File: src/rtl/console_io_pkg.sv
// console_io_pkg: shared UART state type, PS/2 control codes and Set-2 scancode to ASCII lookup
package console_io_pkg;
  typedef enum logic [1:0] {U_IDLE, U_START, U_DATA, U_STOP} uart_state_t;
  localparam logic [7:0] PS2_BREAK  = 8'hF0;
  localparam logic [7:0] PS2_EXT    = 8'hE0;
  localparam logic [7:0] PS2_LSHIFT = 8'h12;
  localparam logic [7:0] PS2_RSHIFT = 8'h59;
  // returns {mapped, ascii}; letters derive their shifted form by case flip
  function automatic logic [8:0] ps2_ascii(input logic [7:0] code, input logic shift);
    logic [7:0] u, s;
    u = 8'h00;
    s = 8'h00;
    case (code)
      8'h1C: u = "a";  8'h32: u = "b";  8'h21: u = "c";  8'h23: u = "d";
      8'h24: u = "e";  8'h2B: u = "f";  8'h34: u = "g";  8'h33: u = "h";
      8'h43: u = "i";  8'h3B: u = "j";  8'h42: u = "k";  8'h4B: u = "l";
      8'h3A: u = "m";  8'h31: u = "n";  8'h44: u = "o";  8'h4D: u = "p";
      8'h15: u = "q";  8'h2D: u = "r";  8'h1B: u = "s";  8'h2C: u = "t";
      8'h3C: u = "u";  8'h2A: u = "v";  8'h1D: u = "w";  8'h22: u = "x";
      8'h35: u = "y";  8'h1A: u = "z";
      8'h45: {u, s} = {"0", ")"};  8'h16: {u, s} = {"1", "!"};
      8'h1E: {u, s} = {"2", "@"};  8'h26: {u, s} = {"3", "#"};
      8'h25: {u, s} = {"4", "$"};  8'h2E: {u, s} = {"5", "%"};
      8'h36: {u, s} = {"6", "^"};  8'h3D: {u, s} = {"7", "&"};
      8'h3E: {u, s} = {"8", "*"};  8'h46: {u, s} = {"9", "("};
      8'h4E: {u, s} = {"-", "_"};  8'h55: {u, s} = {"=", "+"};
      8'h41: {u, s} = {",", "<"};  8'h49: {u, s} = {".", ">"};
      8'h4A: {u, s} = {"/", "?"};  8'h4C: {u, s} = {";", ":"};
      8'h52: {u, s} = {8'h27, 8'h22};
      8'h29: u = 8'h20;  8'h5A: u = 8'h0D;  8'h66: u = 8'h08;  8'h76: u = 8'h1B;
      default: ;
    endcase
    if (s == 8'h00) s = (u >= "a" && u <= "z") ? u - 8'h20 : u;
    return {u != 8'h00, shift ? s : u};
  endfunction
endpackage

File: src/rtl/console_io_uart.sv
// uart_core: 8N1 UART transmitter and mid-bit sampling receiver
module uart_core
  import console_io_pkg::*;
#(
  parameter int CLK_DIV = 434
) (
  input  logic       CLOCK,
  input  logic       RESET,
  input  logic       srx,
  output logic       stx,
  input  logic [7:0] tx_data,
  input  logic       tx_en,
  output logic       tx_busy,
  output logic [7:0] rx_data,
  output logic       rx_rdy,
  input  logic       rx_rd
);
  localparam int CW = $clog2(CLK_DIV);
  localparam logic [CW-1:0] BIT_END = CW'(CLK_DIV - 1);
  localparam logic [CW-1:0] HALF_END = CW'(CLK_DIV / 2 - 1);
  logic tx_busy_q, tx_busy_d, stx_q, stx_d;
  logic [9:0] tx_sr_q, tx_sr_d;
  logic [CW-1:0] tx_cnt_q, tx_cnt_d, rx_cnt_q, rx_cnt_d;
  logic [3:0] tx_bit_q, tx_bit_d;
  logic srx_m_q, srx_m_d, srx_s_q, srx_s_d, srx_p_q, srx_p_d;
  uart_state_t rx_st_q, rx_st_d;
  logic [2:0] rx_bit_q, rx_bit_d;
  logic [7:0] rx_sr_q, rx_sr_d, rx_data_q, rx_data_d;
  logic rx_rdy_q, rx_rdy_d;
  assign stx = stx_q;
  assign tx_busy = tx_busy_q;
  assign rx_data = rx_data_q;
  assign rx_rdy = rx_rdy_q;
  // transmitter: a 10-bit frame shifts out one bit per CLK_DIV cycles; stx is registered from the next state
  always_comb begin
    tx_busy_d = tx_busy_q;
    tx_sr_d = tx_sr_q;
    tx_cnt_d = tx_cnt_q;
    tx_bit_d = tx_bit_q;
    if (!tx_busy_q) begin
      if (tx_en) begin
        tx_busy_d = 1'b1;
        tx_sr_d = {1'b1, tx_data, 1'b0};
        tx_cnt_d = '0;
        tx_bit_d = '0;
      end
    end else if (tx_cnt_q == BIT_END) begin
      tx_cnt_d = '0;
      tx_sr_d = {1'b1, tx_sr_q[9:1]};
      tx_bit_d = tx_bit_q + 4'd1;
      if (tx_bit_q == 4'd9) tx_busy_d = 1'b0;
    end else tx_cnt_d = tx_cnt_q + 1'b1;
    stx_d = tx_busy_d ? tx_sr_d[0] : 1'b1;
  end
  // receiver: start edge, half-bit glitch recheck, 8 mid-bit data samples, stop check; a new byte beats rx_rd
  always_comb begin
    srx_m_d = srx;
    srx_s_d = srx_m_q;
    srx_p_d = srx_s_q;
    rx_st_d = rx_st_q;
    rx_cnt_d = rx_cnt_q + 1'b1;
    rx_bit_d = rx_bit_q;
    rx_sr_d = rx_sr_q;
    rx_data_d = rx_data_q;
    rx_rdy_d = rx_rdy_q & ~rx_rd;
    case (rx_st_q)
      U_IDLE: begin
        rx_cnt_d = '0;
        if (srx_p_q && !srx_s_q) rx_st_d = U_START;
      end
      U_START: if (rx_cnt_q == HALF_END) begin
        rx_cnt_d = '0;
        rx_bit_d = '0;
        rx_st_d = srx_s_q ? U_IDLE : U_DATA;
      end
      U_DATA: if (rx_cnt_q == BIT_END) begin
        rx_cnt_d = '0;
        rx_sr_d = {srx_s_q, rx_sr_q[7:1]};
        rx_bit_d = rx_bit_q + 3'd1;
        if (rx_bit_q == 3'd7) rx_st_d = U_STOP;
      end
      default: if (rx_cnt_q == BIT_END) begin
        rx_st_d = U_IDLE;
        if (srx_s_q) begin
          rx_data_d = rx_sr_q;
          rx_rdy_d = 1'b1;
        end
      end
    endcase
  end
  // state registers; line synchronizers reset to the idle-high level
  always_ff @(posedge CLOCK) begin
    if (RESET) begin
      tx_busy_q <= 1'b0;
      stx_q <= 1'b1;
      tx_sr_q <= '1;
      tx_cnt_q <= '0;
      tx_bit_q <= '0;
      srx_m_q <= 1'b1;
      srx_s_q <= 1'b1;
      srx_p_q <= 1'b1;
      rx_st_q <= U_IDLE;
      rx_cnt_q <= '0;
      rx_bit_q <= '0;
      rx_sr_q <= '0;
      rx_data_q <= '0;
      rx_rdy_q <= 1'b0;
    end else begin
      tx_busy_q <= tx_busy_d;
      stx_q <= stx_d;
      tx_sr_q <= tx_sr_d;
      tx_cnt_q <= tx_cnt_d;
      tx_bit_q <= tx_bit_d;
      srx_m_q <= srx_m_d;
      srx_s_q <= srx_s_d;
      srx_p_q <= srx_p_d;
      rx_st_q <= rx_st_d;
      rx_cnt_q <= rx_cnt_d;
      rx_bit_q <= rx_bit_d;
      rx_sr_q <= rx_sr_d;
      rx_data_q <= rx_data_d;
      rx_rdy_q <= rx_rdy_d;
    end
  end
endmodule

File: src/rtl/console_io.sv
// console_io: UART plus PS/2 keyboard receiver with Set-2 to ASCII decode
module console_io
  import console_io_pkg::*;
#(
  parameter int CLK_DIV = 434,
  parameter int PS2_TIMEOUT = 50000
) (
  input  logic       CLOCK,
  input  logic       RESET,
  input  logic       srx,
  output logic       stx,
  input  logic [7:0] tx_data,
  input  logic       tx_en,
  output logic       tx_busy,
  output logic [7:0] rx_data,
  output logic       rx_rdy,
  input  logic       rx_rd,
  input  logic       ps2c,
  input  logic       ps2d,
  input  logic       ps2_en,
  output logic [7:0] kb_data,
  output logic       kb_rdy,
  input  logic       kb_req
);
  localparam int TW = $clog2(PS2_TIMEOUT + 1);
  logic ps2c_m_q, ps2c_m_d, ps2c_s_q, ps2c_s_d, ps2d_m_q, ps2d_m_d, ps2d_s_q, ps2d_s_d;
  logic ps2c_f_q, ps2c_f_d;
  logic [2:0] flt_cnt_q, flt_cnt_d;
  logic [9:0] ps2_sr_q, ps2_sr_d;
  logic [3:0] ps2_bit_q, ps2_bit_d;
  logic [TW-1:0] to_cnt_q, to_cnt_d;
  logic brk_q, brk_d, shift_q, shift_d, kb_rdy_q, kb_rdy_d;
  logic [7:0] kb_data_q, kb_data_d, code;
  logic flip, fall;
  logic [10:0] frame;
  logic [8:0] map;
  uart_core #(.CLK_DIV(CLK_DIV)) u_uart (
    .CLOCK(CLOCK), .RESET(RESET), .srx(srx), .stx(stx),
    .tx_data(tx_data), .tx_en(tx_en), .tx_busy(tx_busy),
    .rx_data(rx_data), .rx_rdy(rx_rdy), .rx_rd(rx_rd)
  );
  assign kb_data = kb_data_q;
  assign kb_rdy = kb_rdy_q;
  // synchronize and deglitch PS/2 clock, shift frames on its falling edge, decode accepted codes
  always_comb begin
    ps2c_m_d = ps2c;
    ps2c_s_d = ps2c_m_q;
    ps2d_m_d = ps2d;
    ps2d_s_d = ps2d_m_q;
    flip = (ps2c_s_q != ps2c_f_q) && flt_cnt_q == 3'd7;
    flt_cnt_d = (ps2c_s_q == ps2c_f_q || flip) ? 3'd0 : flt_cnt_q + 3'd1;
    ps2c_f_d = flip ? ps2c_s_q : ps2c_f_q;
    fall = flip && ps2c_f_q;
    frame = {ps2d_s_q, ps2_sr_q};
    code = frame[8:1];
    map = ps2_ascii(code, shift_q);
    ps2_sr_d = ps2_sr_q;
    ps2_bit_d = ps2_bit_q;
    to_cnt_d = to_cnt_q;
    brk_d = brk_q;
    shift_d = shift_q;
    kb_data_d = kb_data_q;
    kb_rdy_d = kb_rdy_q & ~kb_req;
    if (!ps2_en) begin
      ps2_bit_d = '0;
      to_cnt_d = '0;
    end else if (fall) begin
      to_cnt_d = '0;
      ps2_sr_d = frame[10:1];
      ps2_bit_d = ps2_bit_q + 4'd1;
      if (ps2_bit_q == 4'd10) begin
        ps2_bit_d = '0;
        if (!frame[0] && frame[10] && ^frame[9:1]) begin
          if (code == PS2_BREAK) brk_d = 1'b1;
          else if (code != PS2_EXT) begin
            if (code == PS2_LSHIFT || code == PS2_RSHIFT) begin
              shift_d = ~brk_q;
              brk_d = 1'b0;
            end else if (brk_q) brk_d = 1'b0;
            else if (map[8]) begin
              kb_data_d = map[7:0];
              kb_rdy_d = 1'b1;
            end
          end
        end
      end
    end else if (ps2_bit_q != 4'd0) begin
      if (to_cnt_q == TW'(PS2_TIMEOUT - 1)) begin
        ps2_bit_d = '0;
        to_cnt_d = '0;
      end else to_cnt_d = to_cnt_q + 1'b1;
    end
  end
  // PS/2 state registers; lines and filter reset to idle-high
  always_ff @(posedge CLOCK) begin
    if (RESET) begin
      ps2c_m_q <= 1'b1;
      ps2c_s_q <= 1'b1;
      ps2d_m_q <= 1'b1;
      ps2d_s_q <= 1'b1;
      ps2c_f_q <= 1'b1;
      flt_cnt_q <= '0;
      ps2_sr_q <= '0;
      ps2_bit_q <= '0;
      to_cnt_q <= '0;
      brk_q <= 1'b0;
      shift_q <= 1'b0;
      kb_data_q <= '0;
      kb_rdy_q <= 1'b0;
    end else begin
      ps2c_m_q <= ps2c_m_d;
      ps2c_s_q <= ps2c_s_d;
      ps2d_m_q <= ps2d_m_d;
      ps2d_s_q <= ps2d_s_d;
      ps2c_f_q <= ps2c_f_d;
      flt_cnt_q <= flt_cnt_d;
      ps2_sr_q <= ps2_sr_d;
      ps2_bit_q <= ps2_bit_d;
      to_cnt_q <= to_cnt_d;
      brk_q <= brk_d;
      shift_q <= shift_d;
      kb_data_q <= kb_data_d;
      kb_rdy_q <= kb_rdy_d;
    end
  end
endmodule

File: config.mk
export PLATFORM = sky130hd
export DESIGN_NAME = console_io
export DESIGN_NICKNAME = d
export VERILOG_FILES = /design/src/rtl/console_io_pkg.sv /design/src/rtl/console_io_uart.sv /design/src/rtl/console_io.sv
export SDC_FILE = /design/constraint.sdc
export NUM_CORES = 1
export LEC_CHECK = 0
export ABC_AREA = 1
export ABC_CLOCK_PERIOD_IN_PS = 4700
export CORE_MARGIN = 10
export CORE_UTILIZATION = 45
export DETAILED_ROUTE_END_ITERATION = 8
export GPL_TIMING_DRIVEN = 0
export PLACE_DENSITY_LB_ADDON = 0.1
export SLEW_MARGIN = 20
export SYNTH_ARGS = -nofsm -noshare
export SYNTH_HDL_FRONTEND = slang
export SYNTH_HIERARCHICAL = 1
export SYNTH_SLANG_ARGS = --single-unit
File: constraint.sdc
create_clock -name CLOCK -period 4.7 [get_ports CLOCK]
set_clock_uncertainty 0.2 [all_clocks]
set_input_delay 0.705 -clock CLOCK [delete_from_list [all_inputs] [get_ports CLOCK]]
set_output_delay 0.705 -clock CLOCK [all_outputs]
set_load 0.05 [all_outputs]
[After elaboration in Yosys (flattened, before gate mapping)]
Index checks and enable logic that the tools add are counted.
Word-level totals
  flip-flop bits (word level): 108
  bits in latches: 0
  memory bits (writable): 0
  bits in read-only memories: 0
  input port bits: 17
  output and inout bits: 20
  word-level logic and storage cells: 202
  memories: 0
Cells by class
  $add $sub $neg: 8
  $mul: 0
  div/mod/pow operators: 0
  $lt $le $gt $ge: 2
  equality and inequality tests: 68
  shift-type cells: 0
  multiplexer cells: 50
  bitwise operators: 10
  reductions and logical operators: 36
Operator list (number)
  $pmux W7 S47: 1
  $eq A8 B6 Y1 const B: 23
  $eq A8 B7 Y1 const B: 18
  $pmux W7 S17: 1
  $eq A8 B5 Y1 const B: 8
  $mux W9: 5
  $mux W10: 3
  $mux W4: 7
  $pmux W9 S3: 1
  $mux W8: 3
  $add A9 B1 Y9 const B: 2
  $eq A9 B9 Y1 const B: 2
  $mux W1: 18
  $add A16 B1 Y16 const B: 1
  $eq A16 B16 Y1 const B: 1
  $mux W16: 1
  $mux W2: 6
  $reduce_and A5 Y1: 2
  $reduce_bool A2 Y1: 5
  $eq A9 B8 Y1 const B: 1
  $reduce_and A9 Y1: 1
  $reduce_xor A9 Y1: 1
  $add A4 B1 Y4 const B: 2
  $eq A4 B4 Y1 const B: 2
  other kinds (31): 59

[Depth between registers and ports, before layout]
Gate-level depths: netlist (run 1).
  depth after elaboration: 12
  gate-level depth with buffers: 18
  depth with buffers taken out: 18

[Hierarchy]
Netlist (run 1), hierarchy kept.
By module, submodules not included
  console_io: instances 1, cells an instance 510, area an instance 3339.5 um^2, seq. area each 980.9 um^2
  uart_core: instances 1, cells an instance 355, area an instance 2700.1 um^2, seq. area each 1181.1 um^2

[Worst setup path after synthesis (run 1)]
Ideal clock, no wire load.
  kind: reg2reg
  start point: reg ps2_sr_q[7]
  end point: reg kb_data_q[6] (netlist: kb_data[6])
  library setup time: 0.070 ns
  arrival: 2.065 ns
  data required time: 4.430 ns
  setup slack: 2.365 ns
  cell stages (with the launch flop): 16
  path buffers: 0
  clock period less this slack: 2.335 ns
  cell sequence: dfxtp_1 > inv_1 > ha_1 > nand2_2 > inv_2 > o21ai_4 > nand2_2 > nor2_2 > nand2_1 > nor3_1 > ha_1 > nand3_1 > nand2_1 > nand2_1 > nand2_1 > a21oi_1
Between the ends
  longest elaborated chain between the ends: 7
  elaborated cells on any way between the ends: 68
  classes of those cells: add/sub: 1; order compare: 2; eq/ne: 51; mux: 5; bitwise: 2; reduce/logical: 7
RTL lines
  start, declared: RTL line console_io.sv:29  | logic [9:0] ps2_sr_q, ps2_sr_d;
  start signal, assigned: RTL line console_io.sv:117  | ps2_sr_q <= ps2_sr_d;
  $eq A8 B7 Y1 (tied with other cells): RTL line console_io_pkg.sv:13  | case (code)
  $pmux W7 S47: RTL line console_io_pkg.sv:13
  $ge A8 B7 Y1 / $le A8 B7 Y1 (equally long branches): RTL line console_io_pkg.sv:33  | if (s == 8'h00) s = (u >= "a" && u <= "z") ? u - 8'h20 : u;
  $logic_and A1 B1 Y1: RTL line console_io_pkg.sv:33
  $mux W8 (2 in series): RTL line console_io_pkg.sv:33
  $mux W8: RTL line console_io_pkg.sv:34  | return {u != 8'h00, shift ? s : u};
  end signal, assigned: RTL line console_io.sv:122  | kb_data_q <= kb_data_d;
  end, declared: RTL line console_io.sv:33  | logic [7:0] kb_data_q, kb_data_d, code;
Several ways; a longest one is shown, not always the timed one.
A chain may end at the register's enable or synchronous reset.

[Final worst setup path (run 1)]
  start point: reg ps2_sr_q[1]
  end point: reg kb_data_q[6] (netlist: kb_data[6])
The elaborated chain is that of the path after synthesis.

==> results.toml, run 1 <==
[clocking]
cts_max_level = 3
cts_tree = "done"
cts_resized = 0
postCtsSetupBuffers = 0
cts_sinks = 108
holdBufCountCts = 0
clk_latency_ns = 0.36
clk_path_buf_depth = 2
cts_buffers = 9
cts.root.buffer_cell = "clkbuf_16"
clk_pin_slew_ns = 0.07

[yosys]
syn_inst = 865
syn_nets = 913
synth_seq_area_share = 0.3580
ys_warn_count = 6
synth-edff-count = 0
syn_area_um2 = 6040
ys.flop_type = "dfxtp_1"
async_reset_ff_frac = 0
synth.distinct_cells = 47
synth-seq-cells = 108
postSynthAreaPerCell_um2 = 6.982

[min_path]
hp-start = "ps2c_m_q"
hp-class = "reg2reg"
hold_path_end = "ps2c_s_q"
hold_depth = 1

[floorplan]
die-area_um2 = 18460
fp.dieW_um = 135.9
ios = 37
rows = 42
core_um2 = 13190
dieHeight_um = 135.9
start_util = 0.4579

[global_route]
antenna_found_initial = 0
grt_pass1_vias = 5387
grt_remaining_overflow = 0
grt_max_degree = 19
grtUsageTotal = 0.1578
grt_pass1_wl_mm = 24.35

[pwr]
swShare = 0.2622
p_switching_w = 0.0004932
irDropWorstVdd_mv = 0.2204
leakagePower_nw = 3.042
p_per_area_nw_per_um2 = 272.3
combPwrFrac = 0.102
clkPwrFrac = 0.386
p_int_w = 0.001388
p_seq_frac = 0.512
power_w = 0.001881

[timing]
layout_setup_ws_ns = 1.858
grt_setup_unrepaired = "no"
period_share = 0.6047
finalSetupTns_ns = 0
setup_violations = 0
hold_viol = 0
tightest_slew_ns = 0.5621
fin_crit_ns = 2.842
drv_slew = 0
max-slew-margin-rel = 0.6252
max_freq_ghz = 0.3518

[placed_design]
routabilityCongestion = 0.9463
place_worst_setup_slack_ns = 1.878
port_buffers = 36
dpl.cell_count = 1077
hpwl_mm = 11.05
placed_cell_area_um2 = 6620

[run]
maxCapViolCount = 0

[detailed_routing]
vias = 5508
ant_nets = 0
drt_iter0_markers = 341
firstDrtPassIters = 5
viasPerCell = 5.039
routedWlPerCell_um = 13.01
route.detailed.drc = 0
drt-total-wl_mm = 14.22

[setup_path]
r2r_slack_ns = 1.86
cp-start-kind = "flop"
setup.worst_path.class = "reg2reg"
reg2reg_from = "ps2_sr_q[1]"
cp_max_fo = 5
r2r_end = "kb_data[6]"
cp-end-kind = "flop"
cp.required_ns = 4.78
rr_worst_depth = 15
cp.arrival_ns = 2.92

[outcome]
outcome = "finished, final reports clean"

[cells_and_area]
post_route_cells_drive_above_1_share = 0.08942
layout.cell_area.non_filler_um2 = 6907
final_cells = 1093
layout_commonest_cell = "nand2_1"
n_antenna_cell = 0
fin_nets = 960
syn2layout_area_growth_pct = 14.36
most-common-layout-cells = "nand2_1 (156), nor2_1 (137), inv_1 (111)"
## critical path: stages, from the launching register on
cell and delay, ns:
dfxtp_1 0.39, inv_1 0.11, ha_1 0.25, nand2_1 0.20, inv_1 0.09, nand2_1 0.12
nand3_1 0.21, a31oi_1 0.23, nand2_1 0.09, nor3_1 0.25, ha_1 0.28, nand3_1 0.08
nand2_1 0.06, nand2_1 0.05, nand2_1 0.05, a21oi_1 0.11
## flip-flops by register name, summed over array words and instances (netlist names), 4 cells and up
signal / cells
kb_data: 8
ps2_bit_q: 4
ps2_sr_q: 10
to_cnt_q: 16
u_uart/rx_cnt_q: 9
u_uart/rx_data: 8
u_uart/rx_sr_q: 8
u_uart/tx_bit_q: 4
u_uart/tx_cnt_q: 9
u_uart/tx_sr_q: 10
## final cells by class
class / count / area, µm²
Tap cell: 176 / 220.2
Clock buffer: 10 / 239.0
Buffer: 14 / 81.33
Clock inverter: 6 / 47.55
Timing Repair Buffer: 36 / 360.3
Inverter: 117 / 444.2
Fill cell: 1304 / 6284
Sequential cell: 108 / 2162
Multi-Input combinational cell: 626 / 3352
## logic make-up (layout without fill, tap and decap cells)
family          after synthesis  after routing  share of synthesized area
simple gates                446            446                     0.3458
compound gates              133            133                     0.1218
buf+inv                     131            183                    0.08701
flops                       108            108                     0.3580
fa+ha+maj                    31             31                    0.06422
xor+xnor                     16             16                    0.02320
## metrics by stage
| stage | utilization | hold slack (ns) |
|---|---|---|
| floorplan | - | 0.1895 |
| global placement | 0.5019 | 0.1933 |
| detailed placement | 0.5019 | 0.1992 |
| CTS | 0.5236 | 0.2162 |
| global route | 0.5236 | 0.2257 |
| finish | 0.5236 | 0.2114 |
## worst max-delay path by stage
stage	start	to	slack, ns
after CTS	ps2_sr_q[3]	kb_data[6]	1.88
after global placement	ps2_sr_q[1]	kb_data[6]	1.85
final	ps2_sr_q[1]	kb_data[6]	1.86
after floorplan	ps2_sr_q[7]	kb_data[6]	2.37
after detailed placement	ps2_en	kb_data[4]	1.88
after global routing	ps2_sr_q[3]	kb_data[6]	1.55
## synth_stat cells, drive strengths merged (2+ instances only)
cell	n	area (µm²)
xnor2	4	35.03
o22ai	3	18.77
clkbuf	7	26.28
o21a	6	45.04
inv	117	444.2
o21ai	54	292.8
nor3b	2	20.02
nand3	65	357.9
or2	7	43.79
a211oi	3	27.52
buf	7	55.05
ha	31	387.9
nand2	172	715.7
nand4	19	125.1
nor4	5	37.53
a21oi	62	314.1
dfxtp	108	2162
a31oi	2	12.51
nor2	154	658.1
nor3	20	116.4
xor2	12	105.1
## layer usage
layer | up-vias | GRT usage | part of all wire
li1 | 2887 | - | -
met5 | - | 0 | 0
met2 | 107 | 0.2694 | 0.48
met1 | 2495 | 0.1908 | 0.46
met3 | 19 | 0.03875 | 0.045
met4 | 0 | 0.04911 | 0.016
## power by group through the flow
stage / clock network [W] / registers (W) / logic, W
after global placement: 0 / 0.000984 / 0.000189
after detailed placement: 0 / 0.000985 / 0.000195
after CTS: 0.000759 / 0.000963 / 0.000196
final: 0.000726 / 0.000963 / 0.000192
after floorplan: 0 / 0.000984 / 0.000139
after global routing: 0.000793 / 0.000966 / 0.000220
(Power assumes the default switching activity.)
==> run 2, diff against run 1 <==
--- a/config.mk
+++ b/config.mk
@@ -6,7 +6,7 @@
 export NUM_CORES = 1
 export LEC_CHECK = 0
 export ABC_AREA = 1
-export ABC_CLOCK_PERIOD_IN_PS = 4700
+export ABC_CLOCK_PERIOD_IN_PS = 2700
 export CORE_MARGIN = 10
 export CORE_UTILIZATION = 45
 export DETAILED_ROUTE_END_ITERATION = 8
==> constraint.sdc (replaced) <==
create_clock -name CLOCK -period 2.7 [get_ports CLOCK]
set_clock_uncertainty 0.2 [all_clocks]
set_input_delay 0.405 -clock CLOCK [delete_from_list [all_inputs] [get_ports CLOCK]]
set_output_delay 0.405 -clock CLOCK [all_outputs]
set_load 0.05 [all_outputs]
==> run 2 against run 1 <==
Routed wire length grew 1.9%. Global-route usage hardly changed. Non-clock buffer count is 10 higher. Final cell count increased by 0.91%. Sequential share of layout area is 0.72 points lower. Flip-flop and latch count unchanged. Sequential power up 74%. Utilization increased by 1.5 points. Total power is 74% higher. First-iteration DRC count down 6.5%. Clock-buffer cell count did not move. Largest cell class unchanged. Largest power group unchanged. Critical path type unchanged. Critical path depth is 1 higher.
==> results.toml, run 2 (synthesis results as in run 1) <==
[pwr]
leakagePower_nw = 3.103
power_w = 0.003275
p_per_area_nw_per_um2 = 460.9
irDropWorstVdd_mv = 0.3836

[detailed_routing]
ant_nets = 0
routedWlPerCell_um = 13.13
vias = 5626
drt-total-wl_mm = 14.49
firstDrtPassIters = 5
viasPerCell = 5.101
drt_iter0_markers = 319
route.detailed.drc = 0

[timing]
fin_crit_ns = 2.517
drv_slew = 0
tightest_slew_ns = 0.5671
whs_ns = 0.2114
max_freq_ghz = 0.3973
layout_setup_ws_ns = 0.1832
hold_viol = 0
max-slew-margin-rel = 0.6219
setup_violations = 0
period_share = 0.9322

[cells_and_area]
final_util = 0.5387
syn2layout_area_growth_pct = 17.65
largest_reg_flops = 16
reg_top3 = "to_cnt_q x16, ps2_sr_q x10, u_uart/tx_sr_q x10"
n_antenna_cell = 0
post_route_cells_drive_above_1_share = 0.1402
fin_nets = 970
most-common-layout-cells = "nand2_1 (144), nor2_1 (136), inv_1 (108)"
multi_input_area_um2 = 3465
regMostFlops = "to_cnt_q"
seq_area_um2 = 2173
n_fill_cell = 1286
layout.cell_area.non_filler_um2 = 7106
layout_commonest_cell = "nand2_1"

[floorplan]
start_util = 0.4579
dieHeight_um = 135.9
die-area_um2 = 18460
ios = 37
fp.dieW_um = 135.9
rows = 42
core_um2 = 13190

[placed_design]
routabilityCongestion = 0.9463
hpwl_mm = 11.05
port_buffers = 36
placed_cell_area_um2 = 6620
place_worst_setup_slack_ns = -0.09306

[setup_path]
cp.required_ns = 2.75
reg2reg_from = "ps2_sr_q[8]"
slowest_stage = "dfxtp_1"
setup.worst_path.class = "reg2reg"
rr_worst_depth = 16
r2r_slack_ns = 0.18
cpPeakStageDelay_ns = 0.31
cp_max_fo = 5
crit_path_end = "kb_data[4]"
cp-end-kind = "flop"
path_cells = "inv_1 > ha_2 > nand2_4 > buf_6 > nor2_1 > nor2_2 > nand2_2 > nor2_2 > buf_4 > nand3_2 > nand2_2 > inv_2 > nand3_1 > o21ai_1 > a21oi_2 > o21a_1"
r2r_end = "kb_data[4]"
cp-start-kind = "flop"
crit_start = "ps2_sr_q[8]"
cp.arrival_ns = 2.57

[global_route]
grt_pass1_wl_mm = 24.36
grt_pass1_vias = 5396
grt_remaining_overflow = 0
grt_max_degree = 19
grtUsageTotal = 0.1579
antenna_found_initial = 0

[clocking]
cts_sinks = 108
cts_buffers = 9
cts_tree = "done"
holdBufCountCts = 0
clk_pin_slew_ns = 0.07
cts.root.buffer_cell = "clkbuf_16"
clk_path_buf_depth = 2
clk_latency_ns = 0.35
cts_max_level = 3

[run]
maxCapViolCount = 0

[min_path]
hold_depth = 1
hp-class = "reg2reg"

[outcome]
outcome = "finished, final reports clean"
[run 2: changes by cell type in the layout (fill, tap and decap cells not counted), moves of 6 or more]
cell | before | now
dfxtp_1 | 108 | 101
buf_4 | 1 | 10
nand2_2 | 10 | 21
dfxtp_2 | 0 | 6
nand2_1 | 156 | 144
ha_1 | 31 | 21
ha_2 | 0 | 10
[run 2: per-stage QoR]
step,std cells,TNS (ns)
after floorplan,865,0
after global placement,1077,-0.1914
after detailed placement,1077,-0.09769
after CTS,1094,0
after global routing,1103,-0.001420
final,1103,0
[run 2: cell type report]
class / count / share of cell area
Sequential cell: 108 / 0.3059
Clock buffer: 10 / 0.03363
Timing Repair Buffer: 46 / 0.06128
Buffer: 14 / 0.01145
Clock inverter: 6 / 0.006691
Inverter: 117 / 0.06251
Multi-Input combinational cell: 626 / 0.4876
Tap cell: 176 / 0.03099
[run 2: how the worst min path moves through the flow]
stage                     slack (ns)           start              to
after floorplan                 0.19        ps2c_m_q        ps2c_s_q
after detailed placement        0.20        ps2c_m_q        ps2c_s_q
after CTS                       0.22        ps2c_m_q        ps2c_s_q
final                           0.21        ps2c_m_q        ps2c_s_q
after global routing            0.23  u_uart/srx_m_q  u_uart/srx_p_d
after global placement          0.19        ps2c_m_q        ps2c_s_q
[run 2: power breakdown]
part | total, W | internal (W) | switching, W
clock network | 0.00126 | 0.000659 | 0.000605
logic | 0.000334 | 0.000120 | 0.000214
registers | 0.00168 | 0.00164 | 0.0000408
[run 2: per-layer routing]
metal,share of wire,up-vias,track usage
li1,-,2910,-
met4,0.017,0,0.04911
met2,0.48,119,0.2697
met1,0.45,2578,0.1908
met5,0,-,0
met3,0.051,19,0.03875
[run 2: what timing repair did]
item,4_1_cts,5_1_grt
pin swaps,1,13
cloned,0,1
gates resized for setup,3,44
setup buffers,1,8
endpoints found under the setup margin,2,7
[run 2: worst max-delay path, delay by kind of cell, from the launching register on]
family / cells / cell delay [ns]
AOI/OAI and AO/OA: 3 / 0.34
adders and majority gates: 1 / 0.26
buffers and inverters: 4 / 0.47
DFF: 1 / 0.31
and+or+nand+nor: 8 / 0.84
==> run 3, diff against run 2 <==
--- a/config.mk
+++ b/config.mk
@@ -15,5 +15,4 @@
 export SLEW_MARGIN = 20
 export SYNTH_ARGS = -nofsm -noshare
 export SYNTH_HDL_FRONTEND = slang
-export SYNTH_HIERARCHICAL = 1
 export SYNTH_SLANG_ARGS = --single-unit
==> run 3 against run 2 <==
Hold slack worse by 0.0015 ns. Highest routed layer unchanged. Critical endpoint is now kb_data[6]. Largest power group unchanged. Total power is 3.4% lower. Register-to-register slack worse by 0.05 ns.
==> results.toml, run 3 <==
[outcome]
outcome = "finished, final reports clean"

[global_route]
grt_pass1_vias = 5219
grt_max_degree = 18
antenna_found_initial = 0
grt_remaining_overflow = 0
grt_pass1_wl_mm = 23.91
grtUsageTotal = 0.1584

[clocking]
cts_buffers = 9
holdBufCountCts = 0
cts_tree = "done"
clk_pin_slew_ns = 0.07
clk_path_buf_depth = 2
cts.root.buffer_cell = "clkbuf_16"
cts_max_level = 3
clk_latency_ns = 0.35
cts_sinks = 108

[setup_path]
cpPeakStageDelay_ns = 0.38
slowest_stage = "dfxtp_4"
cp.required_ns = 2.78
cp-start-kind = "flop"
cp-end-kind = "flop"
cp.arrival_ns = 2.65
rr_worst_depth = 18
setup.worst_path.class = "reg2reg"
path_cells = "inv_2 > ha_4 > nand2_4 > inv_2 > buf_6 > o21ai_2 > nand2_2 > nor2_4 > inv_2 > nor3_4 > nand4_1 > inv_1 > ha_1 > nand3_1 > nand2_1 > nand2_1 > nand2_1 > a21oi_1"
cp_max_fo = 10

[timing]
setup_violations = 0
hold_viol = 0
drv_slew = 0
max_freq_ghz = 0.3902
max-slew-margin-rel = 0.6097
finalSetupTns_ns = 0
fin_crit_ns = 2.563
grt_setup_unrepaired = "no"
layout_setup_ws_ns = 0.1374
tightest_slew_ns = 0.5854
period_share = 0.9491

[floorplan]
rows = 41
core_um2 = 12720
dieHeight_um = 134.4
ios = 37
start_util = 0.4626
fp.dieW_um = 134.4
die-area_um2 = 18050

[pwr]
clkPwrFrac = 0.410
leakagePower_nw = 2.971
p_per_area_nw_per_um2 = 458.3
swShare = 0.2345
p_seq_frac = 0.520
p_switching_w = 0.0007418
irDropWorstVdd_mv = 0.3874
p_int_w = 0.002421
combPwrFrac = 0.070

[placed_design]
dpl.cell_count = 1026
place_worst_setup_slack_ns = -0.004207
hpwl_mm = 10.74
routabilityCongestion = 0.9293
port_buffers = 34

[yosys]
synthTopCellsByCount = "nand2_1 (137), nor2_1 (112), dfxtp_1 (108)"
synth.most_common_cell = "nand2_1"
synth_area_leaders = "dfxtp_1 (37%), nand2_1 (8.7%), ha_1 (7.7%)"
async_reset_ff_frac = 0
syn_nets = 873
postSynthAreaPerCell_um2 = 7.178
synth-edff-count = 0
ys.flop_type = "dfxtp_1"
yosysTopAreaCellShare = 0.3673
syn_area_um2 = 5886
synth_seq_area_share = 0.3673
synth-seq-cells = 108
synth_top_cell_by_area = "dfxtp_1"
syn_inst = 820
synth.distinct_cells = 53
ys_warn_count = 0

[cells_and_area]
regMostFlops = "to_cnt_q"
fin_nets = 928
syn2layout_area_growth_pct = 17.26
reg_top3 = "to_cnt_q x16, ps2_sr_q x10, u_uart.tx_sr_q x10"
layout_commonest_cell = "nand2_1"
most-common-layout-cells = "nand2_1 (130), nor2_1 (108), dfxtp_1 (101)"
post_route_cells_drive_above_1_share = 0.1367
n_antenna_cell = 0
n_fill_cell = 1301
final_cells = 1050
largest_reg_flops = 16

[detailed_routing]
viasPerCell = 5.140
drt_iter0_markers = 374
routedWlPerCell_um = 13.38
vias = 5397
ant_nets = 0
route.detailed.drc = 0
firstDrtPassIters = 5
drt-total-wl_mm = 14.05

[run]
maxCapViolCount = 0

[min_path]
hp-class = "reg2reg"
hold_depth = 1
run 3: cell count changes after synthesis, sizes merged, moves of 5 or more:
cell,previous run,this run
nand3,65,41
a211oi,3,16
nand2,172,149
nand4,19,14
clkbuf,7,15
a32oi,0,8
nor2,154,118
ha,31,36
o21ai,54,47
o21a,6,1
run 3: logic make-up (layout without fill, tap and decap cells):
| group | after synthesis | after routing | share of synthesized area |
|---|---|---|---|
| flops | 108 | 108 | 0.3673 |
| simple gates | 372 | 372 | 0.2915 |
| compound gates | 151 | 151 | 0.1507 |
| buf+inv | 139 | 197 | 0.09311 |
| fa+ha+maj | 36 | 36 | 0.07653 |
| xor+xnor | 14 | 14 | 0.02083 |
run 3: per-stage QoR:
step                area, µm²  hold slack, ns    util  power (W)
floorplan                5886          0.1895       -   0.001831
global placement         6441          0.1918  0.5063   0.001897
detailed placement       6441          0.1957  0.5063   0.001903
CTS                      6733          0.2125  0.5292   0.003201
global route             6902          0.2228  0.5425   0.003301
finish                   6902          0.2099  0.5425   0.003163
run 3: worst paths after layout:
| check | start | end | slack [ns] |
|---|---|---|---|
| max | ps2_sr_q[7] | kb_data[6] | 0.14 |
| min | ps2c_m_q | ps2c_s_q | 0.21 |
| max reg2reg | ps2_sr_q[7] | kb_data[6] | 0.14 |
| min reg2reg | ps2c_m_q | ps2c_s_q | 0.21 |
run 3: layout make-up:
| class | count | area (µm²) | area share |
|---|---|---|---|
| multi-input cells | 573 | 3264 | 0.4730 |
| flip-flops and latches | 108 | 2173 | 0.3149 |
| inverters | 118 | 445.4 | 0.06454 |
| repair buffers | 44 | 415.4 | 0.06019 |
| clock buffers | 9 | 225.2 | 0.03263 |
| well taps | 172 | 215.2 | 0.03118 |
| plain buffers | 21 | 102.6 | 0.01487 |
| clock inverters | 5 | 60.06 | 0.008702 |
run 3: timing repair:
| action | in CTS | in global routing |
|---|---|---|
| pin swaps | 0 | 7 |
| cloned | 0 | 0 |
| setup endpoints to repair | 1 | 5 |
| buffers inserted | 0 | 10 |
| gates resized for setup | 2 | 38 |
run 3: power groups by stage:
stage          combinational [W]  clock [W]  sequential [W]
3_3_place_gp            0.000215          0         0.00168
4_1_cts                 0.000221    0.00133         0.00165
3_5_place_dp            0.000220          0         0.00168
5_1_grt                 0.000251    0.00140         0.00165
6_report                0.000220    0.00130         0.00165
2_1_floorplan           0.000146          0         0.00169
run 3: routing by layer:
layer,part of all wire,track usage
met1,0.46,0.1872
met2,0.47,0.2666
met3,0.046,0.03921
met5,0,0
met4,0.020,0.06711
run 3: critical path: cells and delay by family (launching register included):
family | cells | cell delay, ns
buffers and inverters | 5 | 0.39
adder cells (fa/ha/maj) | 2 | 0.40
flip-flops | 1 | 0.38
AO/OA/AOI/OAI | 2 | 0.24
AND/OR/NAND/NOR | 9 | 0.89
